`src/rtl/int_div_pkg.sv`:
```
// Shared types, widths and message helpers for the iterative unsigned divider.
package int_div_pkg;

  typedef enum logic [1:0] {
    StIdle = 2'd0,
    StCalc = 2'd1,
    StDone = 2'd2
  } state_e;

  localparam int unsigned DefaultNbits = 32;
  localparam int unsigned ReqW         = 2 * DefaultNbits;
  localparam int unsigned RespW        = 2 * DefaultNbits;

  function automatic logic [ReqW-1:0] pack_req(input logic [DefaultNbits-1:0] dividend,
                                               input logic [DefaultNbits-1:0] divisor);
    return {dividend, divisor};
  endfunction

  function automatic logic [RespW-1:0] pack_resp(input logic [DefaultNbits-1:0] remainder,
                                                 input logic [DefaultNbits-1:0] quotient);
    return {remainder, quotient};
  endfunction

  function automatic logic [DefaultNbits-1:0] req_dividend(input logic [ReqW-1:0] msg);
    return msg[ReqW-1:DefaultNbits];
  endfunction

  function automatic logic [DefaultNbits-1:0] req_divisor(input logic [ReqW-1:0] msg);
    return msg[DefaultNbits-1:0];
  endfunction

  function automatic logic [DefaultNbits-1:0] resp_remainder(input logic [RespW-1:0] msg);
    return msg[RespW-1:DefaultNbits];
  endfunction

  function automatic logic [DefaultNbits-1:0] resp_quotient(input logic [RespW-1:0] msg);
    return msg[DefaultNbits-1:0];
  endfunction

endpackage

```
`src/rtl/int_div_iterative_dpath.sv`:
```
// Restoring-division datapath: remainder/quotient register R, divisor register D,
// N+1-bit compare and the shift/merge step.
module int_div_iterative_dpath
  import int_div_pkg::*;
#(
  parameter int unsigned p_nbits = DefaultNbits
) (
  input  logic                 clk,
  input  logic                 reset,
  input  logic                 load,
  input  logic                 step,
  input  logic                 use_diff,
  input  logic [p_nbits-1:0]   dividend,
  input  logic [p_nbits-1:0]   divisor,
  output logic                 sub_ok,
  output logic [2*p_nbits-1:0] rem_quo
);

  logic [2*p_nbits-1:0] r_q;
  logic [p_nbits-1:0]   d_q;
  logic [p_nbits:0]     upper;
  logic [p_nbits-1:0]   diff;
  logic [2*p_nbits-1:0] r_step;

  // Upper window of {R, 0}: keeps the bit shifted out of R so large divisors compare right.
  assign upper  = r_q[2*p_nbits-1:p_nbits-1];
  assign sub_ok = upper >= {1'b0, d_q};
  // When upper >= D the true difference fits in N bits, so the low N bits suffice.
  assign diff   = upper[p_nbits-1:0] - d_q;

  always_comb begin
    r_step = {r_q[2*p_nbits-2:0], 1'b0};
    if (use_diff) begin
      r_step = {diff, r_q[p_nbits-2:0], 1'b1};
    end
  end

  always_ff @(posedge clk) begin
    if (reset) begin
      r_q <= '0;
      d_q <= '0;
    end else if (load) begin
      r_q <= {{p_nbits{1'b0}}, dividend};
      d_q <= divisor;
    end else if (step) begin
      r_q <= r_step;
    end
  end

  assign rem_quo = r_q;

endmodule

```
`src/rtl/int_div_iterative.sv`:
```
// Iterative unsigned divider with val/rdy streams: one restoring step per cycle,
// N CALC cycles then a DONE cycle holding {remainder, quotient}.
module int_div_iterative
  import int_div_pkg::*;
#(
  parameter int unsigned p_nbits = DefaultNbits
) (
  input  logic                 clk,
  input  logic                 reset,
  input  logic                 istream_val,
  output logic                 istream_rdy,
  input  logic [2*p_nbits-1:0] istream_msg,
  output logic                 ostream_val,
  input  logic                 ostream_rdy,
  output logic [2*p_nbits-1:0] ostream_msg
);

  localparam int unsigned CntW = $clog2(p_nbits);
  localparam logic [CntW-1:0] LastCnt = CntW'(p_nbits - 1);

  state_e          state;
  logic [CntW-1:0] cnt;
  logic            load;
  logic            step;
  logic            sub_ok;

  assign load = (state == StIdle) && istream_val && istream_rdy;
  assign step = (state == StCalc);

  // istream_rdy/ostream_val are registered alongside the state so that they drop
  // during reset and never depend combinationally on any input.
  always_ff @(posedge clk) begin
    if (reset) begin
      state       <= StIdle;
      cnt         <= '0;
      istream_rdy <= 1'b0;
      ostream_val <= 1'b0;
    end else begin
      case (state)
        StIdle: begin
          istream_rdy <= 1'b1;
          if (istream_val && istream_rdy) begin
            state       <= StCalc;
            cnt         <= '0;
            istream_rdy <= 1'b0;
          end
        end
        StCalc: begin
          cnt <= cnt + 1'b1;
          if (cnt == LastCnt) begin
            state       <= StDone;
            ostream_val <= 1'b1;
          end
        end
        StDone: begin
          if (ostream_rdy) begin
            state       <= StIdle;
            ostream_val <= 1'b0;
            istream_rdy <= 1'b1;
          end
        end
        default: begin
          state       <= StIdle;
          istream_rdy <= 1'b0;
          ostream_val <= 1'b0;
        end
      endcase
    end
  end

  int_div_iterative_dpath #(
    .p_nbits(p_nbits)
  ) u_dpath (
    .clk     (clk),
    .reset   (reset),
    .load    (load),
    .step    (step),
    .use_diff(sub_ok),
    .dividend(istream_msg[2*p_nbits-1:p_nbits]),
    .divisor (istream_msg[p_nbits-1:0]),
    .sub_ok  (sub_ok),
    .rem_quo (ostream_msg)
  );

endmodule
```
`config.mk`:
```
export PLATFORM = sky130hd
export DESIGN_NAME = int_div_iterative
export DESIGN_NICKNAME = d
export VERILOG_FILES = /design/src/rtl/int_div_pkg.sv /design/src/rtl/int_div_iterative_dpath.sv /design/src/rtl/int_div_iterative.sv
export SDC_FILE = /design/constraint.sdc
export NUM_CORES = 1
export LEC_CHECK = 0
export CORE_MARGIN = 4
export CORE_UTILIZATION = 64
export CTS_CLUSTER_SIZE = 40
export DETAILED_ROUTE_END_ITERATION = 12
export DONT_BUFFER_PORTS = 1
export GPL_ROUTABILITY_DRIVEN = 0
export PLACE_DENSITY = 0.9
export SYNTH_ARGS = -nofsm -noshare
export SYNTH_HDL_FRONTEND = slang
export SYNTH_SLANG_ARGS = --single-unit
```
`constraint.sdc`:
```
create_clock -name clk -period 3.4 [get_ports clk]
set_input_delay 0.68 -clock clk [delete_from_list [all_inputs] [get_ports clk]]
set_output_delay 0.68 -clock clk [all_outputs]
set_load 0.01 [all_outputs]
```
======== Word level (Yosys, flattened, before mapping) ========
Index checks and enable logic that the tools add are counted.
storage, ports and cells
  bits in registers ....................... 105
  input bits .............................. 68
  output and inout bits ................... 66
cells by class
  $add $sub $neg .......................... 2
  magnitude comparators ................... 1
  equality and inequality tests ........... 6
  multiplexer cells ....................... 15
  bitwise logic cells ..................... 2
  reduce and logical (&&, ||, !) cells .... 11
operator list
  cell                                                                      count
  32-bit two-way mux                                                        2
  64-bit two-way mux                                                        1
  33-bit by 32-bit >= comparator with 1-bit output                          1
  32-bit subtractor                                                         1
  5-bit case mux with 2 select lines                                        1
  2-bit two-way mux                                                         3
  1-bit case mux with 3 select lines                                        2
  2-bit case mux with 3 select lines                                        1
  3-bit AND reduction                                                       2
  5-bit by 1-bit adder with 5-bit output (second input constant)            1
  5-bit == test (second input constant)                                     1
  5-bit two-way mux                                                         1
  1-bit two-way mux                                                         4
  2-bit by 1-bit inequality test with 1-bit output (second input constant)  2
  2-bit AND reduction                                                       2
  2-bit nonzero test                                                        2
  1-bit logical AND                                                         3
  2-bit by 1-bit == test with 1-bit output (second input constant)          1
  2-bit == test (second input constant)                                     1
  2-bit logical NOT                                                         1
  2-bit inequality test (second input constant)                             1
  1-bit inverter                                                            2
  2-bit OR reduction                                                        1

======== Logic depth before layout (Yosys ltp) ========
Gate-level depths: netlist of run 1.
  depth after elaboration ................. 4
  depth in mapped cells ................... 13

======== Cells and area by module ========
From an unflattened synthesis of run 1, not the netlist that was laid out.
unflattened totals
  cell total of the unflattened synthesis .. 821
  area, all modules ....................... 6636.4 sq um
by module, submodules not included
  module                   times used  cells each  area each (sq um)  sequential area each (sq um)
  int_div_iterative_dpath  1           774         6221.0             1921.8
  int_div_iterative        1           47          415.4              180.2

======== Worst setup path before layout of run 1 ========
OpenSTA, ideal clock, no wires.
  path kind ............................... register to register
  start ................................... register u_dpath.r_q[31], in the netlist u_dpath.rem_quo[31]
  end ..................................... register u_dpath.r_q[58], in the netlist u_dpath.rem_quo[58]
  library setup time ...................... 0.060 ns
  arrival ................................. 2.573 ns
  required time ........................... 3.340 ns
  setup slack ............................. 0.767 ns
  cell stages (with the launch flop) ...... 12
  buffers on the path ..................... 0
  period minus slack after synthesis ...... 2.633 ns
  path through ............................ dfxtp_1 inv_1 ha_1 fa_1 nand2b_1 a211oi_2 o2111ai_1 a21oi_1 o211ai_1 and3b_1 or4_1 nand2_1
on the way
  word-level cells in the longest chain between the ends .. 2
  elaborated cells on any way between the ends .. 3
  those cells by class .................... add/sub (1); order compare (1); mux (1)
ends and longest elaborated chain
  item                                                                                   RTL line                                                      text
  from (decl)                                                                            int_div_iterative_dpath.sv:19                                 logic [2*p_nbits-1:0] r_q;
  from (signal assigned)                                                                 int_div_iterative_dpath.sv:43                                 r_q <= {{p_nbits{1'b0}}, dividend};
  from (signal assigned)                                                                 int_div_iterative_dpath.sv:46                                 r_q <= r_step;
  32-bit subtractor or 33-bit by 32-bit >= comparator with 1-bit output (tied branches)  int_div_iterative_dpath.sv:29, int_div_iterative_dpath.sv:27
  64-bit two-way mux (*)                                                                 int_div_iterative_dpath.sv:33                                 if (use_diff) begin
Mark *: on every way between the ends. The rest lies on a longest branch, timed or not.
A chain may end at the register's enable or synchronous reset.

======== Final worst setup path of run 1 ========
  start ................................... register u_dpath.r_q[32], in the netlist u_dpath.rem_quo[32]
  end ..................................... register u_dpath.r_q[58], in the netlist u_dpath.rem_quo[58]
Same word-level chain as after synthesis.

==> results of run 1 <==
## power breakdown
part           internal [mW]  switching, mW
Clock                  0.355          0.473
Combinational          0.690           1.04
Sequential              1.31          0.106
Total                   2.35           1.62
## cells in the mapped netlist (4+ instances only)
cell | count | area, um^2
a211oi_1 | 10 | 75.1
a21o_1 | 11 | 82.6
a21oi_1 | 139 | 696
a22oi_1 | 31 | 233
a31oi_1 | 4 | 25.0
and3_1 | 7 | 43.8
buf_2 | 14 | 70.1
buf_4 | 34 | 255
clkbuf_1 | 39 | 146
dfxtp_1 | 105 | 2100
ha_1 | 34 | 425
inv_1 | 38 | 143
mux2i_1 | 12 | 120
nand2_1 | 130 | 488
nand2b_1 | 7 | 43.8
nand3_1 | 11 | 55.1
nand4_1 | 11 | 68.8
nor2_1 | 57 | 214
nor2b_1 | 5 | 31.3
nor3_1 | 10 | 50.1
o21a_1 | 4 | 30.0
o21ai_0 | 45 | 225
or3_1 | 4 | 25.0
xnor2_1 | 18 | 158
xor2_1 | 9 | 78.8
## stage by stage
step                      hold WS, ns  cells  utilization [%]
after global placement          0.438    903             63.3
after detailed placement        0.444    903             63.3
after global routing            0.328    920             65.5
final                           0.352    920             65.5
after floorplan                 0.429    854                -
after CTS                       0.338    919             65.4
## cell type report
cell class                      count  area, um^2  area share (%)
Multi-Input combinational cell    619        3720            57.8
Sequential cell                   105        2100            32.7
Tap cell                          133         166            2.59
Inverter                           38         143            2.22
Clock buffer                        9         124            1.92
Timing Repair Buffer                9        92.6            1.44
Clock inverter                      7        86.3            1.34
## registers in the layout (all words and copies together) (netlist names)
signal / cells
ostream_val: 1
u_dpath.d_q: 32
istream_rdy: 1
u_dpath.rem_quo: 64
state: 2
cnt: 5
## cells by family (layout without fill, tap and decap cells)
family | count (synthesis) | in the layout | synth area share, %
AND/OR/NAND/NOR | 264 | 265 | 18.6
AO/OA/AOI/OAI | 280 | 280 | 26.2
buffers and inverters | 131 | 63 | 10.2
flip-flops | 105 | 105 | 32.6
multiplexers | 12 | 12 | 1.86
XOR/XNOR | 27 | 27 | 3.66
adder cells (fa/ha/maj) | 35 | 35 | 6.90
## routing by layer
metal | wire length, um | track usage (%)
met1 | 6720 | 34.5
met2 | 7820 | 43.7
met3 | 1520 | 6.69
met4 | 526 | 12.3
met5 | 0 | 0
## placed cells by master (no fill, tap or decap), types with 11 or more instances in the layout
master | Yosys | layout
mux2i_1 | 12 | 12
nand2_1 | 130 | 130
o21ai_0 | 45 | 45
a21o_1 | 11 | 11
nand4_1 | 11 | 11
ha_1 | 34 | 34
a22oi_1 | 31 | 31
nor2_1 | 57 | 56
inv_1 | 38 | 38
dfxtp_1 | 105 | 105
xnor2_1 | 18 | 18
a21oi_1 | 139 | 139
nand3_1 | 11 | 11
## worst max-delay path, stage by stage, from the launching register on
cell and delay [ns]:
dfxtp_1 0.48, inv_1 0.14, fa_1 0.46, nand2b_1 0.19, a211oi_2 0.30, o2111ai_1 0.22
a21oi_1 0.41, o211ai_1 0.21, and3b_1 0.19, or4_1 0.41, nand2_1 0.07
## what timing repair did
action	in CTS	in global routing
buffers inserted	0	0
resized for setup	0	0
endpoints found under the setup margin	0	6
## path summary, 6_finish.rpt
| check | slack [ns] | start | end |
|---|---|---|---|
| max | 0.26 | u_dpath.rem_quo[32] | u_dpath.rem_quo[58] |
| min | 0.35 | reset | u_dpath.rem_quo[28] |
| max reg2reg | 0.26 | u_dpath.rem_quo[32] | u_dpath.rem_quo[58] |
| min reg2reg | 0.46 | u_dpath.d_q[9] | u_dpath.d_q[9] |
==> run summary, run 1 <==
status: finished, final reports clean
post-synthesis cell type count: 65
Period minus WS final: 3.14 ns
H-tree levels: 3
DRC Markers: 0
Slew HR: 36.6%
# rows: 36
WL/cell: 18.0 um
PD cells: 617 nW/um^2
fin crit share: 92.5%
peak supply drop: 0.265 mV
vias in the first global route: 5418
Layout Nets: 885
Seq/Total Area, Yosys: 32.6%
Layout area overhead: -0.310%
RSZ-0062 raised after global routing: no
Core Footprint: 9820 um^2
crit path capture type: flop
Slew Viols, Final: 0
cts hold-fix bufs: 0
Worst setup SP type: flop
PnR worst setup slack: 0.256 ns
register bit total from synthesis: 105
post-route cell area: 6440 um^2
Die W: 108 um
Setup WS pre-CTS: 0.222 ns
routed wire length: 16.6 mm
Die ar.: 11800 um^2
Syn Nets: 957
CP arrival: 3.48 ns
dpl hpwl: 11.7 mm
pin count of the biggest net entering global routing: 95
number of flops mapped to enable cells by yosys: 0
Synth Flop Type: dfxtp_1
fillers: 860
first-pass GRT wire length: 25.9 mm
Warnings, synthesis: 0
leakage power figure: 2.52 nW
Mapped Cells: 854
worst-skew pair later-pin latency: 0.39 ns
Via Count: 5963
fmax: 318 MHz
n_diodes: 0
CP max FO: 4
DRT Pass-1 Iters: 9
Worst Path Required: 3.74 ns
cells on worst reg2reg path: 10
Synth Area per Inst: 7.56 um^2
setup TNS: 0 ns
I/O pin count: 134
ANT nets after route: 0
final hold vios: 0
slew at the pin closest to its max-slew limit: 0.950 ns
CTS Buf Count: 9
IO buf count: 0
max-cap violations: 0
Initial Utilization: 65.7%
number of DRC markers in iteration 0: 543
Min-Delay Path Class: primary input to flop
total track usage: 27.2%
vias per std cell: 6.48
total congestion overflow: 0
Reg clk slew, reported paths: 0.10 ns
antenna violations before repair: 0
root buf cell: clkbuf_8
Crit Path Class: flop to flop
CTS Buffer Depth: 2
Die Ht: 108 um
synthesized cell area: 6460 um^2
layout cells sized above 1: 5.08%
Final setup viols: 0
async set or reset register ratio after synthesis: 0%
Min-Delay Path Depth: 1
Power, Total: 3.97 mW
placed cell area: 6220 um^2
CTS tree: built
CTS sink count: 105
Setup Skew: 0.00970 ns
Note: power is estimated with default switching activity, not from simulation.
==> inputs of run 2 (changes only) <==
--- a/config.mk
+++ b/config.mk
@@ -5,13 +5,15 @@
 export SDC_FILE = /design/constraint.sdc
 export NUM_CORES = 1
 export LEC_CHECK = 0
+export CELL_PAD_IN_SITES_DETAIL_PLACEMENT = 1
+export CELL_PAD_IN_SITES_GLOBAL_PLACEMENT = 2
 export CORE_MARGIN = 4
-export CORE_UTILIZATION = 64
+export CORE_UTILIZATION = 36
 export CTS_CLUSTER_SIZE = 40
 export DETAILED_ROUTE_END_ITERATION = 12
 export DONT_BUFFER_PORTS = 1
 export GPL_ROUTABILITY_DRIVEN = 0
-export PLACE_DENSITY = 0.9
+export PLACE_DENSITY = 0.89
 export SYNTH_ARGS = -nofsm -noshare
 export SYNTH_HDL_FRONTEND = slang
 export SYNTH_SLANG_ARGS = --single-unit
==> run summary, run 2 (same netlist as run 1, synthesis figures left out) <==
status: finished, final reports clean
CTS tree: built
Min-Delay Path Class: primary input to flop
DRC Markers: 0
placed insts: 1001
CP max FO: 4
cells on worst reg2reg path: 10
Via Count: 5735
Layout Nets: 890
routed wire length: 19.3 mm
number of DRC markers in iteration 0: 314
Die W: 142 um
ANT nets after route: 0
setup TNS: 0 ns
PD cells: 637 nW/um^2
Post-CTS Setup Bufs: 0
Final Non-Filler Cells: 1017
layout cells sized above 1: 5.68%
fmax: 330 MHz
fin crit share: 89.2%
most common cell after layout, fill and taps aside: a21oi_1
CP arrival: 3.35 ns
dpl hpwl: 14.3 mm
Min-Delay Path Depth: 1
CTS Buffer Depth: 2
root buf cell: clkbuf_16
pin count of the biggest net entering global routing: 75
H-tree levels: 3
worst-skew pair later-pin latency: 0.37 ns
antenna violations before repair: 0
Die Ht: 142 um
Crit Path Class: flop to flop
internal power: 2.54 mW
most frequent cells in the layout: a21oi_1 (139), nand2_1 (130), dfxtp_1 (105)
total track usage: 19.1%
CTS sink count: 105
n_diodes: 0
Worst setup SP type: flop
# rows: 48
I/O pin count: 134
crit path capture type: flop
RSZ-0062 raised after global routing: no
leakage power figure: 2.59 nW
Flop pwr share: 33.2%
CTS resizes: 0
Period minus WS final: 3.03 ns
combinational share of power: 41.0%
IO buf count: 0
critical path's largest stage delay: 0.47 ns
Clock Power Share: 25.8%
max reg flops: 64
first-pass GRT wire length: 31.1 mm
cts hold-fix bufs: 0
vias in the first global route: 5851
Reg clk slew, reported paths: 0.08 ns
CTS Buf Count: 9
Initial Utilization: 37.1%
CP Cell Sequence: inv_1 > fa_1 > nand2b_1 > a211oi_2 > o2111ai_1 > a21oi_1 > o211ai_1 > and3b_1 > or4_1 > nand2_1
final hold vios: 0
slew at the pin closest to its max-slew limit: 0.738 ns
WL/cell: 19.0 um
peak supply drop: 0.342 mV
Die ar.: 20100 um^2
total congestion overflow: 0
CP max-delay cell: fa_1
Layout area overhead: 3.37%
max-cap violations: 0
Core Footprint: 17400 um^2
Final setup viols: 0
switch share: 40.3%
vias per std cell: 5.64
Slew Viols, Final: 0
Slew HR: 50.4%
Worst Path Required: 3.71 ns
DRT Pass-1 Iters: 5
Psw: 1.71 mW
Setup Skew: 0.0150 ns
==> run 2: changes by cell type in the layout (fill, tap and decap cells not counted), sizes merged <==
cell      delta
bufinv       -1
clkinvlp     +1
clkbuf       +1
nor3         -1
buf          +6
clkinv       -1
==> run 2: worst max-delay path, delay by kind of cell, from the launching register on <==
kind	cells	cell delay, ns
AOI/OAI and AO/OA	4	1.10
adders and majority gates	1	0.47
buffers and inverters	1	0.13
DFF	1	0.46
and+or+nand+nor	4	0.83
==> run 2: power groups by stage <==
| stage | Sequential, mW | Combinational (mW) | Clock (mW) |
|---|---|---|---|
| after global placement | 1.44 | 1.71 | 0 |
| final | 1.41 | 1.74 | 1.10 |
| after global routing | 1.42 | 1.94 | 1.18 |
| after CTS | 1.41 | 1.74 | 1.14 |
| after detailed placement | 1.44 | 1.72 | 0 |
| after floorplan | 1.40 | 1.43 | 0 |
==> run 2: final timing paths <==
path,start,slack [ns],end
setup / recovery,u_dpath.rem_quo[32],0.37,u_dpath.rem_quo[58]
hold / removal,reset,0.37,u_dpath.rem_quo[21]
setup reg to reg,u_dpath.rem_quo[32],0.37,u_dpath.rem_quo[58]
hold reg to reg,u_dpath.d_q[27],0.45,u_dpath.d_q[27]
==> run 2: final cells by class <==
type	count	area (um^2)
fill	2136	10700
multi-input combinational	618	3710
sequential	105	2100
tap	225	282
clock buffer	10	239
inverter	38	143
timing repair buffer	15	125
clock inverter	6	71.3
==> run 2: metrics by stage <==
step	utilization [%]	cell area [um^2]	total power, mW	setup WS (ns)	hold WS, ns
finish	38.3	6670	4.25	0.366	0.373
global placement	36.5	6360	3.15	0.475	0.436
CTS	38.3	6670	4.29	0.351	0.360
floorplan	-	6460	2.83	0.767	0.429
detailed placement	36.5	6360	3.17	0.376	0.443
global route	38.3	6670	4.54	0.154	0.355
==> run 2: routing by layer <==
layer  track usage, %  share of wire, %  up-vias
li1                 -                 -     2822
met1             24.9                46     2784
met2             31.1                47      114
met3             5.66               6.0       15
met4             4.55               1.2        0
met5                0                 0        -
==> inputs of run 3 (changes only) <==
--- a/config.mk
+++ b/config.mk
@@ -7,13 +7,14 @@
 export LEC_CHECK = 0
 export CELL_PAD_IN_SITES_DETAIL_PLACEMENT = 1
 export CELL_PAD_IN_SITES_GLOBAL_PLACEMENT = 2
+export CORE_ASPECT_RATIO = 1.1
 export CORE_MARGIN = 4
-export CORE_UTILIZATION = 36
+export CORE_UTILIZATION = 30
 export CTS_CLUSTER_SIZE = 40
 export DETAILED_ROUTE_END_ITERATION = 12
 export DONT_BUFFER_PORTS = 1
 export GPL_ROUTABILITY_DRIVEN = 0
-export PLACE_DENSITY = 0.89
+export PLACE_DENSITY = 0.78
 export SYNTH_ARGS = -nofsm -noshare
 export SYNTH_HDL_FRONTEND = slang
 export SYNTH_SLANG_ARGS = --single-unit
==> run summary, run 3 (same netlist as run 1, synthesis figures left out) <==
status: finished, final reports clean
Worst Path Required: 3.70 ns
root buf cell: clkbuf_16
crit path capture type: flop
number of DRC markers in iteration 0: 207
Setup WS pre-CTS: 0.257 ns
Reg clk slew, reported paths: 0.08 ns
placed cell area: 6610 um^2
Die ar.: 23900 um^2
H-tree levels: 3
total congestion overflow: 0
I/O pin count: 134
WHS: 0.386 ns
Initial Utilization: 30.4%
routed wire length: 19.5 mm
Min-Delay Path Class: primary input to flop
Period minus WS final: 2.98 ns
n_diodes: 0
fillers: 2616
IO buf count: 0
Setup Skew: 0.0140 ns
antenna violations before repair: 0
Die W: 148 um
Die Ht: 162 um
vias in the first global route: 6117
Via Count: 5796
RSZ-0062 raised after global routing: no
post-route cell area: 6930 um^2
max reg flops: 64
peak supply drop: 0.257 mV
CTS resizes: 0
layout cells sized above 1: 8.58%
total track usage: 16.1%
dpl hpwl: 14.6 mm
final hold vios: 0
max-cap violations: 0
slew at the pin closest to its max-slew limit: 0.772 ns
Slew HR: 48.6%
WL/cell: 17.6 um
final core occ: 32.6%
first-pass GRT wire length: 31.6 mm
CP arrival: 3.29 ns
PD cells: 617 nW/um^2
Core Footprint: 21200 um^2
DRT Pass-1 Iters: 4
PnR worst setup slack: 0.418 ns
pin count of the biggest net entering global routing: 75
Layout area overhead: 7.31%
DRC Markers: 0
most common cell after layout, fill and taps aside: a21oi_1
leakage power figure: 2.72 nW
Layout Nets: 915
Slew Viols, Final: 0
setup TNS: 0 ns
CTS Buffer Depth: 2
Final setup viols: 0
CTS sink count: 105
most frequent cells in the layout: a21oi_1 (139), nand2_1 (130), dfxtp_1 (105)
worst-skew pair later-pin latency: 0.36 ns
CP max FO: 4
fin crit share: 87.7%
vias per std cell: 5.24
Min-Delay Path Depth: 1
CTS Buf Count: 9
Crit Path Class: flop to flop
fmax: 335 MHz
cells on worst reg2reg path: 11
Worst setup SP type: flop
ANT nets after route: 0
# rows: 56
CTS tree: built
run 3: cell types whose count changed in the layout (fill, tap and decap cells not counted):
cell / previous run / this run
buf_12: 1 / 2
buf_4: 14 / 38
clkbuf_8: 1 / 2
clkinv_2: 0 / 2
clkinv_4: 0 / 1
clkinv_8: 2 / 0
clkinvlp_4: 1 / 0
inv_8: 2 / 0
nor2_1: 56 / 55
nor2_2: 1 / 2
run 3: through the flow:
| step | cells | power, mW |
|---|---|---|
| 2_1_floorplan | 854 | 2.83 |
| 3_3_place_gp | 1088 | 3.20 |
| 3_5_place_dp | 1088 | 3.22 |
| 5_1_grt | 1106 | 4.59 |
| 6_report | 1106 | 4.28 |
| 4_1_cts | 1103 | 4.27 |
run 3: what timing repair did:
item                                    4_1_cts  5_1_grt
setup buffers                                 0        3
hold buffers                                  0        0
endpoints found under the setup margin        0       18
hold endpoints to repair                      0        0
run 3: cell type report:
| class | instances | area, um^2 | area share, % |
|---|---|---|---|
| Clock buffer | 11 | 253 | 3.65 |
| Clock inverter | 4 | 27.5 | 0.397 |
| Inverter | 38 | 143 | 2.06 |
| Multi-Input combinational cell | 618 | 3710 | 53.6 |
| Sequential cell | 105 | 2100 | 30.3 |
| Tap cell | 290 | 363 | 5.24 |
| Timing Repair Buffer | 40 | 325 | 4.70 |
run 3: path summary, 6_finish.rpt:
| path | startpoint | end | slack [ns] |
|---|---|---|---|
| min reg2reg | u_dpath.d_q[22] | u_dpath.d_q[22] | 0.45 |
| min | reset | u_dpath.d_q[25] | 0.39 |
| max | u_dpath.rem_quo[32] | u_dpath.rem_quo[58] | 0.42 |
| max reg2reg | u_dpath.rem_quo[32] | u_dpath.rem_quo[58] | 0.42 |
run 3: routing by layer:
| metal | track usage [%] | up-vias | share of wire (%) |
|---|---|---|---|
| met3 | 5.78 | 13 | 7.6 |
| li1 | - | 2871 | - |
| met5 | 0 | - | 0 |
| met4 | 3.28 | 0 | 0.89 |
| met2 | 28.3 | 112 | 49 |
| met1 | 19.1 | 2800 | 42 |
run 3: worst max-delay path, cell delays in order (launching register included):
cell	delay [ns]
dfxtp_1	0.45
inv_1	0.15
fa_1	0.48
nand2b_1	0.19
a211oi_2	0.29
o2111ai_1	0.21
a21oi_1	0.20
buf_4	0.16
o211ai_1	0.14
and3b_1	0.20
or4_1	0.40
nand2_1	0.07
run 3: report_power, final:
group	switching (mW)	total (mW)	internal [mW]	leakage (nW)
registers	0.0816	1.39	1.31	0.855
clock network	0.491	1.03	0.536	0.142
logic	1.08	1.86	0.777	1.72
